[src/rtl/instr_cycle_sequencer_if.sv]
// Handshake/strobe bundle between the instruction-cycle sequencer and the core (step/halted with SEQ_SINGLE_STEP_EN).
// Purely structural: no latency, no flow control of its own.
interface instr_cycle_sequencer_if #(
  parameter int CNT_W = 16
);
  logic             stall;
  logic             branch_taken;
  logic             inst_fetch;
  logic             data_fetch;
  logic             alu_results;
  logic             save_files;
  logic             pc_inc;
  logic             write_en;
  logic             flush;
  logic [CNT_W-1:0] retired;
`ifdef SEQ_SINGLE_STEP_EN
  logic             step;
  logic             halted;

  modport master (
    output stall, branch_taken, step,
    input  inst_fetch, data_fetch, alu_results, save_files,
    input  pc_inc, write_en, flush, retired, halted
  );

  modport slave (
    input  stall, branch_taken, step,
    output inst_fetch, data_fetch, alu_results, save_files,
    output pc_inc, write_en, flush, retired, halted
  );
`else
  modport master (
    output stall, branch_taken,
    input  inst_fetch, data_fetch, alu_results, save_files,
    input  pc_inc, write_en, flush, retired
  );

  modport slave (
    input  stall, branch_taken,
    output inst_fetch, data_fetch, alu_results, save_files,
    output pc_inc, write_en, flush, retired
  );
`endif
endinterface

[src/rtl/instr_cycle_sequencer.sv]
// Four-phase Q1..Q4 instruction-cycle sequencer with post-branch flush cycle; SEQ_SINGLE_STEP_EN adds a HALT/step mode.
// Strobes decode registered state (same-cycle stall mask); stall holds the current phase, no other backpressure.
module instr_cycle_sequencer #(
  parameter int CNT_W = 16
) (
  input logic                    clk,
  input logic                    reset,
  instr_cycle_sequencer_if.slave bus
);

`ifdef SEQ_SINGLE_STEP_EN
  typedef enum logic [2:0] {
    IDLE = 3'd0, Q1 = 3'd1, Q2 = 3'd2, Q3 = 3'd3, Q4 = 3'd4, HALT = 3'd5
  } state_t;
  localparam state_t CYCLE_END = HALT;
`else
  typedef enum logic [2:0] {
    IDLE = 3'd0, Q1 = 3'd1, Q2 = 3'd2, Q3 = 3'd3, Q4 = 3'd4
  } state_t;
  localparam state_t CYCLE_END = Q1;
`endif

  state_t           state_q;
  state_t           state_d;
  logic             flush_q;
  logic             flush_pending_q;
  logic [CNT_W-1:0] retired_q;
  logic             leave_q3;
  logic             leave_q4;

  assign leave_q3 = (state_q == Q3) && !bus.stall;
  assign leave_q4 = (state_q == Q4) && !bus.stall;

  always_ff @(posedge clk) begin
    if (!reset) begin
      state_q         <= IDLE;
      flush_q         <= 1'b0;
      flush_pending_q <= 1'b0;
      retired_q       <= '0;
    end else begin
      state_q <= state_d;
      // A branch resolved inside a flush cycle belongs to the squashed instruction.
      if (leave_q3 && bus.branch_taken && !flush_q)
        flush_pending_q <= 1'b1;
      if (leave_q4) begin
        flush_q         <= flush_pending_q;
        flush_pending_q <= 1'b0;
        if (!flush_q)
          retired_q <= retired_q + CNT_W'(1);
      end
    end
  end

  always_comb begin
    state_d = state_q;
    case (state_q)
      IDLE: state_d = CYCLE_END;
      Q1:   if (!bus.stall) state_d = Q2;
      Q2:   if (!bus.stall) state_d = Q3;
      Q3:   if (!bus.stall) state_d = Q4;
      Q4:   if (!bus.stall) state_d = CYCLE_END;
`ifdef SEQ_SINGLE_STEP_EN
      HALT: if (bus.step) state_d = Q1;
`endif
      default: state_d = IDLE;
    endcase
  end

  always_comb begin
    bus.inst_fetch  = (state_q == Q1) && !bus.stall;
    bus.data_fetch  = (state_q == Q2) && !bus.stall;
    bus.alu_results = (state_q == Q3) && !bus.stall;
    bus.save_files  = (state_q == Q4) && !bus.stall;
    bus.pc_inc      = bus.save_files;
    bus.write_en    = bus.save_files && !flush_q;
    bus.flush       = flush_q;
    bus.retired     = retired_q;
`ifdef SEQ_SINGLE_STEP_EN
    bus.halted      = (state_q == HALT);
`endif
  end

endmodule
[src/flat_wrapper.sv]
// flat-port wrapper written by rule: the top's interface ports become plain ports
module instr_cycle_sequencer_flat 
#(
  parameter int CNT_W = 16
)
  (clk, reset, bus_stall, bus_branch_taken, bus_inst_fetch, bus_data_fetch, bus_alu_results, bus_save_files, bus_pc_inc, bus_write_en, bus_flush, bus_retired);
  instr_cycle_sequencer_if #(.CNT_W(CNT_W)) bus_i ();
  input logic clk;
  input logic reset;
  input wire logic [$bits(bus_i.stall)-1:0] bus_stall;
  input wire logic [$bits(bus_i.branch_taken)-1:0] bus_branch_taken;
  output wire logic [$bits(bus_i.inst_fetch)-1:0] bus_inst_fetch;
  output wire logic [$bits(bus_i.data_fetch)-1:0] bus_data_fetch;
  output wire logic [$bits(bus_i.alu_results)-1:0] bus_alu_results;
  output wire logic [$bits(bus_i.save_files)-1:0] bus_save_files;
  output wire logic [$bits(bus_i.pc_inc)-1:0] bus_pc_inc;
  output wire logic [$bits(bus_i.write_en)-1:0] bus_write_en;
  output wire logic [$bits(bus_i.flush)-1:0] bus_flush;
  output wire logic [$bits(bus_i.retired)-1:0] bus_retired;
  assign bus_i.stall = bus_stall;
  assign bus_i.branch_taken = bus_branch_taken;
  assign bus_inst_fetch = bus_i.inst_fetch;
  assign bus_data_fetch = bus_i.data_fetch;
  assign bus_alu_results = bus_i.alu_results;
  assign bus_save_files = bus_i.save_files;
  assign bus_pc_inc = bus_i.pc_inc;
  assign bus_write_en = bus_i.write_en;
  assign bus_flush = bus_i.flush;
  assign bus_retired = bus_i.retired;
  instr_cycle_sequencer #(.CNT_W(CNT_W)) u_core (.clk(clk), .reset(reset), .bus(bus_i));
endmodule
[config.mk]
export PLATFORM = sky130hd
export DESIGN_NAME = instr_cycle_sequencer_flat
export DESIGN_NICKNAME = d
export VERILOG_FILES = /design/src/rtl/instr_cycle_sequencer_if.sv /design/src/rtl/instr_cycle_sequencer.sv /design/src/flat_wrapper.sv
export SDC_FILE = /design/constraint.sdc
export NUM_CORES = 1
export LEC_CHECK = 0
export ABC_AREA = 1
export ABC_CLOCK_PERIOD_IN_PS = 3200
export CELL_PAD_IN_SITES_DETAIL_PLACEMENT = 1
export CELL_PAD_IN_SITES_GLOBAL_PLACEMENT = 1
export CORE_MARGIN = 1.5
export CORE_UTILIZATION = 45
export DETAILED_ROUTE_END_ITERATION = 12
export DONT_BUFFER_PORTS = 1
export HOLD_SLACK_MARGIN = 0.03
export PLACE_DENSITY = 0.84
export SLEW_MARGIN = 30
export SYNTH_ARGS = -nofsm -noshare
export SYNTH_HDL_FRONTEND = slang
export SYNTH_SLANG_ARGS = --single-unit
[constraint.sdc]
create_clock -name clk -period 3.2 [get_ports clk]
set_input_delay 0.8 -clock clk [delete_from_list [all_inputs] [get_ports clk]]
set_output_delay 0.8 -clock clk [all_outputs]
set_load 0.01 [all_outputs]
Word level (Yosys, flattened, before mapping)
Cells that the tools add are included.

$add $sub $neg: 1. Equality and inequality tests: 8. Mux-type cells: 5. Bitwise operators: 2. Reduce and logical (&&, ||, !) cells: 13.

Operator list (number): $add A16 B1 Y16 const B (1); $pmux W3 S5 (1); $mux W3 (4); $ne A2 B2 Y1 const B (4); $logic_and A1 B1 Y1 (7); $eq A3 B2 Y1 const B (2); $reduce_and A4 Y1 (1); $eq A3 B1 Y1 const B (1); $eq A3 B3 Y1 const B (1); $logic_not A3 Y1 (1); $logic_not A1 Y1 (2); $not A1 Y1 (2); $reduce_and A2 Y1 (1); $reduce_or A2 Y1 (1).

Register bits after elaboration: 21. Input port bits: 4. Output and inout bits: 23. Logic and storage cells: 33.

Depth between registers and ports, before layout
Gate-level depths: netlist of run 1.

Depth after elaboration: 4. Depth in mapped cells: 8. Mapped depth without buffers: 8.

Worst setup path before layout of run 1
No wires, ideal clock.

Path kind: input-to-output. Start point: input port bus_stall. End point: output port bus_write_en. Data arrival time: 1300 ps. Required time: 2400 ps. Path slack: 1100 ps. Stages: 4. Buffers on the path: 1. Path through: inv_1 > nand3_2 > nor2_2 > buf_6.

Longest elaborated chain between the ends: 3.

RTL lines: start: declaration (RTL line flat_wrapper.sv:10) `input wire logic [$bits(bus_i.stall)-1:0] bus_stall;`; $logic_not A1 Y1 (RTL line instr_cycle_sequencer.sv:73) `bus.save_files = (state_q == Q4) && !bus.stall;`; $logic_and A1 B1 Y1 (RTL line instr_cycle_sequencer.sv:73); $logic_and A1 B1 Y1 (RTL line instr_cycle_sequencer.sv:75) `bus.write_en = bus.save_files && !flush_q;`; end: declaration (RTL line flat_wrapper.sv:17) `output wire logic [$bits(bus_i.write_en)-1:0] bus_write_en;`.

No other way between the ends.

Worst setup path after layout of run 1
Same ends and word-level chain as after synthesis.

==> impl_metrics.py, run 1 <==
metrics = {
    "detailed_routing": {
        "vias": 983,
        "vias_per_cell": 5.37,
        "drtAntennaViolNets": 0,
        "dr.pass1.iters": 4,
        "drc": 0,
        "drt_wl_total_um": 2430,
        "routedWlPerCell_um": 13.3,
        "drtIter0Drc": 14,
    },
    "synth": {
        "yosysSeqAreaShare": 0.399,
        "syn-num-nets": 159,
        "yosysWarnings": 0,
        "yosysUniqueCellTypes": 21,
        "synth.most_common_cell": "nand2_1",
        "synth_common_cells": "nand2_1 (36), nor2_1 (30), dfxtp_1 (21)",
        "syn_inst": 154,
        "synthTopCellsByArea": "dfxtp_1 (40%), nand2_1 (13%), nor2_1 (11%)",
        "synth_area_um2": 1050,
        "yosys.area.top_type": "dfxtp_1",
        "synth_top_area_frac": 0.399,
        "async_flop_share": 0,
        "syn_avg_cell_area_um2": 6.84,
        "synth_ff_type": "dfxtp_1",
        "ys_ff_latch": 21,
        "synth_edf_count": 0,
    },
    "clock_network": {
        "post_cts_buffers": 0,
        "h-tree-depth": 1,
        "root_buffer": "clkbuf_4",
        "cts_buffer_depth": 2,
        "holdBufCountCts": 0,
        "clk_latency_ns": 0.30,
        "cts_buffers": 3,
        "cts_resized": 0,
        "cts_tree": "yes",
        "cts.sinks": 21,
        "clk_pin_slew_ns": 0.11,
    },
    "final_layout": {
        "fill_cells": 312,
        "diodes": 0,
        "fin_nets": 161,
        "synthToLayoutAreaGrowth_pct": 4.04,
        "drive_gt1_frac": 0.0710,
        "fin_util": 0.495,
    },
    "critical_path": {
        "reg2reg_depth": 8,
        "cp_cell_sequence": "inv_1, nand3_2, nor2_2, buf_4",
        "slowest_stage": "buf_4",
        "cp-endpoint": "bus_write_en",
        "critPathCaptureType": "output port",
        "path_depth": 4,
        "rrSetupSlack_ns": 1.59,
        "cp_max_fo": 11,
        "reg2reg_to": "u_core.bus.retired[10]",
        "crit_buf_inv": 2,
        "worstReg2RegStart": "u_core.bus.retired[0]",
        "worstPathArrival_ns": 1.37,
        "setup.worst_path.start": "bus_stall",
        "cp.required_ns": 2.40,
        "max_stage_delay_ns": 0.19,
        "critical_path_class": "in2out",
        "worst_path_dominant_cell_family": "buffers and inverters",
        "worstSetupStartpointType": "input port",
    },
    "place": {
        "hpwl_um": 1870,
        "place.gp.congestion": 0.852,
        "pre_cts_slack_ns": 1.03,
        "port_buffers": 0,
    },
    "die": {
        "io_pins": 27,
        "start_util": 0.476,
        "num_rows": 17,
        "die_x_um": 51.4,
        "dieArea_um2": 2640,
        "core_um2": 2210,
        "die_h_um": 51.4,
    },
    "grt": {
        "first_global_vias": 1065,
        "antenna_found_initial": 0,
        "globalRouteOverflowTotal": 0,
        "grt_start_max_net_pins": 19,
        "grt_pass1_wl_um": 4400,
        "grt_use_total": 0.217,
    },
    "timing": {
        "fin_ws_ns": 1.03,
        "whs_ns": 0.468,
        "finalSetupViolCount": 0,
        "fin_crit_sh": 0.678,
        "drv_slew": 0,
        "fmax_ghz": 0.461,
        "finalSetupTns_ns": 0,
        "rsz0062_at_grt": "no",
        "min_period_ns": 2.17,
        "hold_viol": 0,
        "max_slew_margin": 0.738,
        "clock_skew_ns": 0.00805,
        "tightest_slew_ns": 0.390,
    },
    "power": {
        "finalPower_w": 0.000416,
        "peakVddDrop_uv": 213,
        "power_leakage_nw": 0.401,
        "p_per_area_nw_per_um2": 380,
    },
    "job": {
        "maxCapViolations": 0,
    },
    "min_path": {
        "whs_path_depth": 2,
        "hold_class": "reg2reg",
        "worstHoldStart": "u_core.flush_pending_q",
    },
    "status": {
        "status": "complete, no violations",
    },
}
tightest hold or removal path, cell delays in order, from the launching register on:
cell and delay (ns):
dfxtp_1 0.33, inv_1 0.05, a21oi_1 0.06
sequential cells by signal (all words and copies together) (netlist names):
name	cells
u_core.bus.retired	16
u_core.bus.flush	1
u_core.flush_pending_q	1
u_core.state_q	3
power breakdown:
part	switching (W)	internal [W]	total (W)	leakage (nW)
Sequential	0.00000383	0.000264	0.000267	0.170
Clock	0.0000802	0.0000485	0.000129	0.0150
Combinational	0.0000127	0.00000753	0.0000203	0.216
Total	0.0000968	0.000320	0.000416	0.401
routing by layer:
layer / vias to the layer above / wire (um) / GRT usage
met2: 21 / 1190 / 0.357
li1: 497 / - / -
met3: 4 / 106 / 0.0497
met4: 0 / 17 / 0.0965
met5: - / 0 / 0
met1: 461 / 1120 / 0.269
through the flow:
step                area, um2  instances
floorplan                1050        154
global placement         1070        179
detailed placement       1070        179
CTS                      1100        183
global route             1100        183
finish                   1100        183
final cells by class:
type | instances | area (um2) | share of cell area
well taps | 28 | 35.0 | 0.0320
flip-flops and latches | 21 | 420 | 0.384
repair buffers | 1 | 7.51 | 0.00685
multi-input cells | 114 | 551 | 0.502
clock buffers | 4 | 26.3 | 0.0240
inverters | 15 | 56.3 | 0.0514
worst min-delay path by stage:
stage | to | slack (ns)
floorplan | u_core.flush_pending_q | 0.42
global placement | u_core.flush_pending_q | 0.43
detailed placement | u_core.flush_pending_q | 0.46
CTS | u_core.flush_pending_q | 0.47
global route | u_core.flush_pending_q | 0.51
finish | u_core.flush_pending_q | 0.47
placed cells by master (no fill, tap or decap):
| cell type | instances |
|---|---|
| nand4_4 | 1 |
| a21oi_1 | 17 |
| clkbuf_1 | 1 |
| xor2_1 | 1 |
| nand3b_1 | 1 |
| clkbuf_4 | 3 |
| dfxtp_1 | 21 |
| nand4_1 | 1 |
| nor2_4 | 3 |
| o211ai_1 | 1 |
| inv_1 | 15 |
| nand2_1 | 36 |
| nor2_1 | 30 |
| nand3_2 | 1 |
| o21ai_0 | 4 |
| nor2_2 | 1 |
| nand3_1 | 13 |
| nor3_1 | 2 |
| ha_1 | 1 |
| a21oi_2 | 1 |
| buf_4 | 1 |
cells by family after synthesis:
logic type / count (synthesis) / share of synthesized area
xor+xnor: 1 / 0.00832
compound gates: 23 / 0.115
fa+ha+maj: 1 / 0.0119
flops: 21 / 0.399
simple gates: 89 / 0.387
buf+inv: 19 / 0.0784
No activity file was read; power rests on OpenSTA's default activity.
==> run 2, diff against run 1 <==
--- a/config.mk
+++ b/config.mk
@@ -5,16 +5,16 @@
 export SDC_FILE = /design/constraint.sdc
 export NUM_CORES = 1
 export LEC_CHECK = 0
-export ABC_AREA = 1
-export ABC_CLOCK_PERIOD_IN_PS = 3200
+export ABC_AREA = 0
+export ABC_CLOCK_PERIOD_IN_PS = 2000
 export CELL_PAD_IN_SITES_DETAIL_PLACEMENT = 1
 export CELL_PAD_IN_SITES_GLOBAL_PLACEMENT = 1
 export CORE_MARGIN = 1.5
-export CORE_UTILIZATION = 45
+export CORE_UTILIZATION = 43
 export DETAILED_ROUTE_END_ITERATION = 12
 export DONT_BUFFER_PORTS = 1
 export HOLD_SLACK_MARGIN = 0.03
-export PLACE_DENSITY = 0.84
+export PLACE_DENSITY = 0.78
 export SLEW_MARGIN = 30
 export SYNTH_ARGS = -nofsm -noshare
 export SYNTH_HDL_FRONTEND = slang
==> constraint.sdc (replaced) <==
create_clock -name clk -period 2 [get_ports clk]
set_input_delay 0.5 -clock clk [delete_from_list [all_inputs] [get_ports clk]]
set_output_delay 0.5 -clock clk [all_outputs]
set_load 0.01 [all_outputs]
==> run 2 against run 1 <==
Effect of this change:
- critical endpoint unchanged
- the flow now finishes with violations (negative setup slack)
- clock power grew 58%
- count of clock-buffer cells in the layout is the same
- via count shrank 13%
- utilization grew 3.7 points
- flip-flop and latch count is the same
- wire length shrank 6.4%
- cell count shrank 13%
- worst setup slack lost 1.0 ns
==> impl_metrics.py, run 2 <==
metrics = {
    "clock_network": {
        "root_buffer": "clkbuf_4",
        "cts.sinks": 21,
        "clk_pin_slew_ns": 0.11,
        "h-tree-depth": 1,
        "cts_tree": "yes",
        "cts_buffers": 3,
        "clk_latency_ns": 0.30,
        "cts_buffer_depth": 2,
        "holdBufCountCts": 0,
    },
    "final_layout": {
        "fin_nets": 137,
        "drive_gt1_frac": 0.206,
        "seqCellArea_um2": 423,
        "final_common_cell": "dfxtp_1",
        "synthToLayoutAreaGrowth_pct": 17.8,
        "multiInputGateArea_um2": 529,
        "fill_cells": 266,
        "mostFrequentLayoutCells": "dfxtp_1 (19), buf_4 (13), nand2_1 (10), nor2_1 (9), xnor2_1 (8)",
        "largest_reg_flops": 16,
        "stdcell_count": 159,
        "diodes": 0,
    },
    "detailed_routing": {
        "vias": 857,
        "drt_wl_total_um": 2280,
        "vias_per_cell": 5.39,
        "routedWlPerCell_um": 14.3,
        "drtIter0Drc": 6,
        "drc": 0,
        "dr.pass1.iters": 4,
        "drtAntennaViolNets": 0,
    },
    "min_path": {
        "whs_path_depth": 2,
        "worstHoldStart": "reset",
        "hold_class": "in2reg",
        "hold_end": "u_core.bus.retired[11]",
    },
    "critical_path": {
        "worstPathArrival_ns": 1.52,
        "worstReg2RegStart": "u_core.state_q[1]",
        "reg2reg_to": "u_core.bus.retired[15]",
        "reg2reg_depth": 4,
        "critical_path_class": "reg2out",
        "cp_cell_sequence": "or4b_4, buf_8, nor2_4, buf_6",
        "critPathCaptureType": "output port",
        "slowest_stage": "or4b_4",
        "worstSetupStartpointType": "flop",
        "max_stage_delay_ns": 0.53,
        "cp.required_ns": 1.50,
        "rrSetupSlack_ns": 0.04,
        "worst_path_dominant_cell_family": "simple AND/OR/NAND/NOR gates",
        "cp_max_fo": 4,
        "crit_buf_inv": 2,
    },
    "grt": {
        "globalRouteOverflowTotal": 0,
        "use_met1": 0.207,
        "top_usage_layer": "met2",
        "grt_use_total": 0.202,
        "first_global_vias": 925,
        "grt_start_max_net_pins": 19,
        "grt_use_met2": 0.383,
        "met3_usage": 0.0351,
        "grt_pass1_wl_um": 3880,
        "antenna_found_initial": 0,
    },
    "timing": {
        "rsz0062_at_grt": "yes",
        "fin_crit_sh": 1.01,
        "fin_ws_ns": -0.0164,
        "clock_skew_ns": 0.000899,
        "min_period_ns": 2.02,
        "finalSetupTns_ns": -0.0164,
        "fmax_ghz": 0.496,
        "drv_slew": 0,
        "max_slew_margin": 0.631,
        "hold_viol": 0,
        "tightest_slew_ns": 0.546,
        "finalSetupViolCount": 1,
    },
    "die": {
        "start_util": 0.452,
        "num_rows": 17,
        "dieArea_um2": 2600,
        "die_x_um": 51.0,
        "die_h_um": 51.0,
        "io_pins": 27,
        "core_um2": 2190,
    },
    "synth": {
        "syn-num-nets": 123,
        "ys_ff_latch": 21,
        "synth_common_cells": "dfxtp_1 (21), nor2_1 (11), nand2_1 (10)",
        "yosysWarnings": 0,
        "syn_avg_cell_area_um2": 8.40,
        "async_flop_share": 0,
        "synth_top_area_frac": 0.424,
        "synth_ff_type": "dfxtp_1",
        "yosys.area.top_type": "dfxtp_1",
        "synth.most_common_cell": "dfxtp_1",
        "yosysSeqAreaShare": 0.424,
        "synth_area_um2": 991,
        "synth_edf_count": 0,
        "yosysUniqueCellTypes": 34,
        "syn_inst": 118,
        "synthTopCellsByArea": "dfxtp_1 (42%), xnor2_1 (7.1%), nor2_1 (4.2%)",
    },
    "power": {
        "switchingPower_w": 0.000150,
        "seqPwrFrac": 0.637,
        "p_per_area_nw_per_um2": 573,
        "combPwrFrac": 0.059,
        "power_leakage_nw": 0.404,
        "switching_share": 0.224,
        "peakVddDrop_uv": 361,
        "p_int_w": 0.000519,
        "pwr-share-clk": 0.304,
    },
    "status": {
        "violations": "negative setup slack",
        "status": "complete, but fails checks",
    },
    "place": {
        "hpwl_um": 1620,
        "port_buffers": 0,
        "placedCellCount": 153,
        "place.gp.congestion": 0.694,
    },
    "job": {
        "maxCapViolations": 0,
    },
}
[run 2: cell types whose count changed after synthesis, moves of 3 or more]
| cell | before | now |
|---|---|---|
| a21oi_1 | 17 | 7 |
| inv_1 | 15 | 7 |
| nand2_1 | 36 | 10 |
| nand2b_1 | 0 | 3 |
| nand3_1 | 13 | 5 |
| nor2_1 | 30 | 11 |
| nor2_4 | 3 | 0 |
| nor3_1 | 2 | 7 |
| or3_1 | 0 | 3 |
| xnor2_1 | 0 | 8 |
[run 2: power groups by stage]
stage	clock (W)	sequential (W)	combinational, W
after floorplan	0	0.000436	0.0000272
after global placement	0	0.000435	0.0000344
after detailed placement	0	0.000435	0.0000365
after CTS	0.000211	0.000426	0.0000399
after global routing	0.000226	0.000427	0.0000437
final	0.000204	0.000426	0.0000396
[run 2: how the worst max path moves through the flow]
stage                            from                     end  slack, ns  cells past startpoint
finish              u_core.state_q[1]            bus_write_en      -0.02                      4
floorplan                   bus_stall  u_core.bus.retired[15]      -0.14                      5
detailed placement          bus_stall  u_core.bus.retired[15]      -0.09                      4
CTS                 u_core.state_q[1]              bus_pc_inc     -0.004                      3
global placement            bus_stall  u_core.bus.retired[15]      -0.06                      4
global route        u_core.state_q[1]            bus_write_en      -0.06                      4
[run 2: final cells by class]
class | count | area share
inverters | 8 | 0.0257
well taps | 28 | 0.0300
flip-flops and latches | 21 | 0.362
clock buffers | 4 | 0.0225
multi-input cells | 83 | 0.453
repair buffers | 15 | 0.106
[run 2: logic make-up after synthesis]
logic type,Yosys count,share of synthesized area
fa+ha+maj,1,0.0126
compound gates,17,0.0972
mux,2,0.0202
flops,21,0.424
simple gates,55,0.309
xor+xnor,8,0.0707
buf+inv,14,0.0657
[run 2: per-stage QoR]
| step | total power (W) | setup slack [ns] | utilization | instance area, um2 | hold slack (ns) |
|---|---|---|---|---|---|
| finish | 0.000669 | -0.0164 | 0.533 | 1170 | 0.338 |
| detailed placement | 0.000471 | -0.0922 | 0.497 | 1090 | 0.454 |
| global placement | 0.000469 | -0.0587 | 0.497 | 1090 | 0.441 |
| CTS | 0.000677 | -0.00364 | 0.525 | 1150 | 0.327 |
| global route | 0.000696 | -0.0582 | 0.533 | 1170 | 0.341 |
| floorplan | 0.000463 | -0.141 | - | 991 | 0.431 |
[run 2: what timing repair did]
| action | in CTS | in global routing |
|---|---|---|
| resized for setup | 7 | 4 |
| setup buffers | 2 | 0 |
| endpoints found under the setup margin | 3 | 7 |
| pin swaps | 1 | 0 |
| gates cloned | 0 | 0 |
[run 2: metal layers]
| layer | share of wire | up-vias | routed length, um |
|---|---|---|---|
| li1 | - | 436 | - |
| met1 | 0.45 | 398 | 1020 |
| met2 | 0.49 | 18 | 1130 |
| met3 | 0.037 | 5 | 84 |
| met4 | 0.020 | 0 | 46 |
| met5 | 0 | - | 0 |
